--- config.mk ---
export PLATFORM = sky130hd
export DESIGN_NAME = line_rasterizer
export DESIGN_NICKNAME = d
export VERILOG_FILES = /design/src/rtl/line_rasterizer.sv
export SDC_FILE = /design/constraint.sdc
export NUM_CORES = 1
export LEC_CHECK = 0
export ABC_AREA = 1
export BUFFER_PORTS_ARGS = -buffer_cell sky130_fd_sc_hd__buf_2
export CAP_MARGIN = 20
export CORE_ASPECT_RATIO = 0.7
export CORE_MARGIN = 2
export CORE_UTILIZATION = 55
export CTS_BUF_LIST = sky130_fd_sc_hd__clkbuf_8
export CTS_CLUSTER_DIAMETER = 40
export DETAILED_ROUTE_END_ITERATION = 10
export PLACE_DENSITY = 0.72
export SYNTH_ARGS = -nofsm -noshare
export SYNTH_HDL_FRONTEND = slang
export SYNTH_SLANG_ARGS = --single-unit
--- constraint.sdc ---
create_clock -name clk -period 4.9 [get_ports clk]
set_clock_uncertainty 0.2 [all_clocks]
set_input_delay 0 -clock clk [delete_from_list [all_inputs] [get_ports clk]]
set_output_delay 0 -clock clk [all_outputs]
set_load 0.02 [all_outputs]
--- src/rtl/line_rasterizer.sv ---
// line_rasterizer: draws one line segment per start request using integer
// Bresenham in all octants, emitting one pixel coordinate per accepted
// pixel_valid/pixel_ready handshake and pulsing done after the last pixel.
module line_rasterizer #(
   parameter int COORD_W = 11,
   parameter int ERR_W   = COORD_W + 3
) (
   input  logic               clk,
   input  logic               reset,
   input  logic               start,
   input  logic [COORD_W-1:0] x0,
   input  logic [COORD_W-1:0] y0,
   input  logic [COORD_W-1:0] x1,
   input  logic [COORD_W-1:0] y1,
   output logic               busy,
   output logic               pixel_valid,
   input  logic               pixel_ready,
   output logic [COORD_W-1:0] x,
   output logic [COORD_W-1:0] y,
   output logic               done
);

   typedef enum logic [1:0] {
      IDLE  = 2'd0,
      SETUP = 2'd1,
      DRAW  = 2'd2,
      DONE  = 2'd3
   } state_t;

   localparam logic [COORD_W-1:0]      ONE_C  = COORD_W'(1);
   localparam logic signed [ERR_W-1:0] ZERO_E = '0;

   state_t state_q, state_d;

   // Latched endpoints
   logic [COORD_W-1:0] x0_q, x0_d;
   logic [COORD_W-1:0] y0_q, y0_d;
   logic [COORD_W-1:0] x1_q, x1_d;
   logic [COORD_W-1:0] y1_q, y1_d;

   // Current pixel position
   logic [COORD_W-1:0] x_q, x_d;
   logic [COORD_W-1:0] y_q, y_d;

   // Bresenham terms: dx >= 0, dy <= 0, err accumulates both
   logic signed [ERR_W-1:0] dx_q, dx_d;
   logic signed [ERR_W-1:0] dy_q, dy_d;
   logic signed [ERR_W-1:0] err_q, err_d;

   // Step directions: 1 means +1, 0 means -1
   logic sx_q, sx_d;
   logic sy_q, sy_d;

   // Setup arithmetic operands (endpoints zero-extended into signed ERR_W)
   logic signed [ERR_W-1:0] x0_s, x1_s, y0_s, y1_s;
   logic signed [ERR_W-1:0] dx_calc, dy_calc;

   // Per-pixel stepping terms
   logic signed [ERR_W-1:0] e2;
   logic signed [ERR_W-1:0] err_step;
   logic                    step_x, step_y, at_end;
   logic [COORD_W-1:0]      x_step, y_step;

   // Absolute deltas from the latched endpoints, used in the SETUP cycle
   always_comb begin
      x0_s    = signed'(ERR_W'(x0_q));
      x1_s    = signed'(ERR_W'(x1_q));
      y0_s    = signed'(ERR_W'(y0_q));
      y1_s    = signed'(ERR_W'(y1_q));
      dx_calc = (x1_s >= x0_s) ? (x1_s - x0_s) : (x0_s - x1_s);
      dy_calc = (y1_s >= y0_s) ? (y0_s - y1_s) : (y1_s - y0_s);
   end

   // One Bresenham step from the current pixel; both axes may step together
   always_comb begin
      e2       = err_q <<< 1;
      step_x   = (e2 >= dy_q);
      step_y   = (e2 <= dx_q);
      at_end   = (x_q == x1_q) && (y_q == y1_q);
      err_step = err_q + (step_x ? dy_q : ZERO_E) + (step_y ? dx_q : ZERO_E);
      x_step   = step_x ? (sx_q ? (x_q + ONE_C) : (x_q - ONE_C)) : x_q;
      y_step   = step_y ? (sy_q ? (y_q + ONE_C) : (y_q - ONE_C)) : y_q;
   end

   // Next-state and datapath update
   always_comb begin
      state_d = state_q;
      x0_d    = x0_q;
      y0_d    = y0_q;
      x1_d    = x1_q;
      y1_d    = y1_q;
      x_d     = x_q;
      y_d     = y_q;
      dx_d    = dx_q;
      dy_d    = dy_q;
      err_d   = err_q;
      sx_d    = sx_q;
      sy_d    = sy_q;

      case (state_q)
         IDLE: begin
            if (start) begin
               x0_d    = x0;
               y0_d    = y0;
               x1_d    = x1;
               y1_d    = y1;
               state_d = SETUP;
            end
         end

         SETUP: begin
            dx_d    = dx_calc;
            dy_d    = dy_calc;
            sx_d    = (x0_q < x1_q);
            sy_d    = (y0_q < y1_q);
            err_d   = dx_calc + dy_calc;
            x_d     = x0_q;
            y_d     = y0_q;
            state_d = DRAW;
         end

         DRAW: begin
            // Position and error only advance on an accepted handshake;
            // stepping stops at the endpoint so x/y never wrap.
            if (pixel_ready) begin
               if (at_end) begin
                  state_d = DONE;
               end else begin
                  x_d   = x_step;
                  y_d   = y_step;
                  err_d = err_step;
               end
            end
         end

         DONE: begin
            state_d = IDLE;
         end

         default: begin
            state_d = IDLE;
         end
      endcase
   end

   // State and datapath registers with synchronous reset
   always_ff @(posedge clk) begin
      if (reset) begin
         state_q <= IDLE;
         x0_q    <= '0;
         y0_q    <= '0;
         x1_q    <= '0;
         y1_q    <= '0;
         x_q     <= '0;
         y_q     <= '0;
         dx_q    <= '0;
         dy_q    <= '0;
         err_q   <= '0;
         sx_q    <= 1'b0;
         sy_q    <= 1'b0;
      end else begin
         state_q <= state_d;
         x0_q    <= x0_d;
         y0_q    <= y0_d;
         x1_q    <= x1_d;
         y1_q    <= y1_d;
         x_q     <= x_d;
         y_q     <= y_d;
         dx_q    <= dx_d;
         dy_q    <= dy_d;
         err_q   <= err_d;
         sx_q    <= sx_d;
         sy_q    <= sy_d;
      end
   end

   assign busy        = (state_q != IDLE);
   assign pixel_valid = (state_q == DRAW);
   assign done        = (state_q == DONE);
   assign x           = x_q;
   assign y           = y_q;

endmodule

==> metrics.md <==
| Metric | Value |
|---|---|
| Critical path data required time | 5.00 ns |
| Worst-Margin Slew | 0.887 ns |
| DRC violations left | 0 |
| Initial antenna violation count | 0 |
| Boundary Pins | 73 |
| Filler Cell Count | 1648 |
| Initial Util | 56.7% |
| Die width | 163 um |
| Seq cells post-synth | 107 |
| CTS H-tree depth | 3 |
| Gpl congestion | 0.973 |
| Average wire per standard cell | 16.1 um |
| Die area | 18900 um^2 |
| Crit path time final | 4.42 ns |
| Standard-cell row count | 40 |
| CTS Buf Count | 9 |
| Clk Latency, worst-skew pair | 0.39 ns |
| Vias per std cell | 5.50 |
| Mapped cell area | 9780 um^2 |
| Final number of setup-violating endpoints | 0 |
| Final Max Tran Viols | 0 |
| Post-CTS setup buffers | 0 |
| RSZ-0062 raised after global routing | false |
| Sink Count | 107 |
| Top cell family by delay on the critical path | compound AO/OA/AOI/OAI gates |
| GRT Overall Usage | 31.1% |
| Detail Route Antenna Nets | 0 |
| First-pass DRT Iterations | 8 |
| Outcome | completed |
| EDFF count, synth | 0 |
| Number of max-cap violations | 0 |
| Worst relative slew slack | 40.7% |
| Crit path DAT | 4.52 ns |
| Synthesized area per cell | 6.75 um^2 |
| First-pass GRT wire length | 46700 um |
| Critical Path Fanout Max | 13 |
| CP endpoint kind | register |
| Clock transition at path regs | 0.11 ns |
| PortBufs | 72 |
| Final worst-path cycle share | 90.2% |
| Startpoint types | register |
| Async S/R FF share, synth | 0% |
| Pin count of the biggest net entering global routing | 80 |
| CP max-delay cell | o21ai_0 |
| Sequential share of the synthesized area | 21.9% |
| Crit path buffers/inverters | 2 |
| Area growth, synth to finish | 12.0% |
| Worst min path class | in2reg |
| Total grt overflow | 0 |
| Synth cell types | 53 |
| Most used DFF post-synth | dfxtp_1 |
| Ys Warns | 0 |
| Synth Instances | 1450 |
| Root Buffer | clkbuf_8 |
| Setup_tns | 0 ns |
| Layout cells sized above 1 | 8.37% |
| Fmax | 226 MHz |
| Clock Path Buffers | 2 |
| CTS tree | yes |
| CP peak stage delay | 0.44 ns |
| Post-DP HPWL | 21600 um |
| Core Area | 17300 um^2 |
| Die Ht | 116 um |
| Final wirelength | 28600 um |
| Vias | 9760 |
| Final Hold Fails | 0 |
| Number of global-route vias before repair | 9351 |
| Antenna diodes | 0 |
| Nets | 1721 |
| Syn Nets | 1634 |
| WS Path Type | reg2reg |
| Critical path cell sequence | inv_1 > ha_1 > fa_1 > o21ai_0 > o21ai_1 > nand3_1 > nor2_4 > or2_1 > o21ai_1 > xor2_1 > inv_1 > ha_1 > a21oi_1 > o21ai_0 > a21oi_1 > nor2_1 > o21ai_0 > nand2_1 > xor2_1 > a21oi_1 > nor2_1 |
| Drt initial violations | 972 |
[path summary, 6_finish.rpt]
check | start | to | slack (ns) | cells past startpoint
setup / recovery | x1_q[0]$_SDFFE_PP0P_ | err_q[8]$_SDFFE_PP0P_ | 0.48 | 21
hold / removal | y0[2] | y0_q[2]$_SDFFE_PP0P_ | 0.23 | 4
setup reg to reg | x1_q[0]$_SDFFE_PP0P_ | err_q[8]$_SDFFE_PP0P_ | 0.48 | 21
hold reg to reg | x0_q[3]$_SDFFE_PP0P_ | x0_q[3]$_SDFFE_PP0P_ | 0.31 | 2
[area by class of cell]
type	count	area [um^2]	area share (%)
clock buffer	11	151	1.38
clock inverter	5	82.6	0.754
tap	231	289	2.64
timing repair buffer	125	898	8.20
multi-input combinational	1078	6580	60.0
inverter	216	816	7.44
sequential	107	2140	19.5
[state kept, by name (all words and copies together) (netlist names)]
name,flops
dy_q,12
err_q,13
y,11
x,11
dx_q,12
sx_q,1
sy_q,1
state_q,2
y0_q,11
x1_q,11
x0_q,11
y1_q,11
[cell usage after synthesis, types with 2 or more instances]
master | n | area [um^2]
inv_1 | 209 | 785
or2_1 | 3 | 18.8
clkbuf_1 | 33 | 124
fa_1 | 20 | 400
a221oi_1 | 3 | 26.3
a21oi_1 | 187 | 936
nand3_1 | 72 | 360
a21oi_2 | 2 | 17.5
nand2_2 | 5 | 31.3
o21ai_1 | 7 | 35.0
nor2_2 | 4 | 25.0
nand4_1 | 9 | 56.3
buf_6 | 5 | 56.3
o21ai_2 | 6 | 52.6
o21bai_1 | 8 | 60.1
o21ai_0 | 153 | 766
inv_2 | 5 | 18.8
o211ai_1 | 2 | 15.0
xnor2_1 | 16 | 140
a211oi_1 | 6 | 45.0
nor3b_1 | 2 | 15.0
a31oi_1 | 7 | 43.8
dfxtp_1 | 107 | 2140
or2_2 | 4 | 25.0
or2_0 | 2 | 12.5
mux2i_1 | 2 | 20.0
buf_2 | 5 | 25.0
ha_1 | 116 | 1450
nor2_1 | 100 | 375
nor3_1 | 12 | 60.1
o221ai_1 | 3 | 26.3
nand2_1 | 265 | 995
buf_4 | 4 | 30.0
o2111ai_1 | 3 | 26.3
xor2_1 | 40 | 350
a21o_1 | 6 | 45.0
[metal layers]
| metal | up-vias | wire length [um] | track usage (%) |
|---|---|---|---|
| met5 | - | 0 | 0 |
| met4 | 0 | 489 | 7.85 |
| met3 | 43 | 2130 | 6.66 |
| met2 | 326 | 12200 | 49.5 |
| met1 | 4437 | 13800 | 43.3 |
| li1 | 4954 | - | - |
[placed cells by master, fill, tap and decap left out, drive strengths merged, types with 6 or more instances in the layout]
cell type,Yosys,final
a31oi,7,7
nand4,9,9
or2,9,9
o21ai,166,166
clkbuf,33,11
nand2,271,271
fa,20,20
ha,116,116
nor2,105,105
xnor2,16,16
nor3,12,12
o21bai,8,8
xor2,40,40
a211oi,6,6
inv,215,216
dfxtp,107,107
dlygate4sd3,0,48
a21oi,190,190
buf,16,77
a21o,6,6
nand3,73,73
[kinds of logic after synthesis]
group / count (synthesis) / share of synthesized area (%)
fa+ha+maj: 136 / 18.9
flops: 107 / 21.9
simple gates: 482 / 20.7
mux: 2 / 0.205
buf+inv: 265 / 10.9
xor+xnor: 56 / 5.01
compound gates: 402 / 22.3
[worst min-delay path, delay by kind of cell]
kind / cells / cell delay, ns
buf+inv: 2 / 0.61
compound gates: 2 / 0.19
[what timing repair did]
| item | in CTS | in global routing |
|---|---|---|
| hold buffers | 48 | 0 |
| setup endpoints to repair | 0 | 3 |
| resized for setup | 0 | 1 |
| hold endpoints to repair | 66 | 0 |
[per-stage QoR]
stage / hold slack, ns / std cells / util, % / area (um^2) / worst slack [ns]
after global routing: 0.250 / 1773 / 63.5 / 11000 / 0.0912
after global placement: 0.0776 / 1708 / 59.1 / 10200 / 0.570
final: 0.231 / 1773 / 63.5 / 11000 / 0.480
after detailed placement: 0.0840 / 1708 / 59.1 / 10200 / 0.495
after CTS: 0.202 / 1772 / 63.3 / 10900 / 0.472
after floorplan: -0.00673 / 1450 / - / 9780 / 1.16
Power is left out: the tool's default activity adds up to more than one toggle a clock period on the data nets, which glitch-free logic cannot reach.
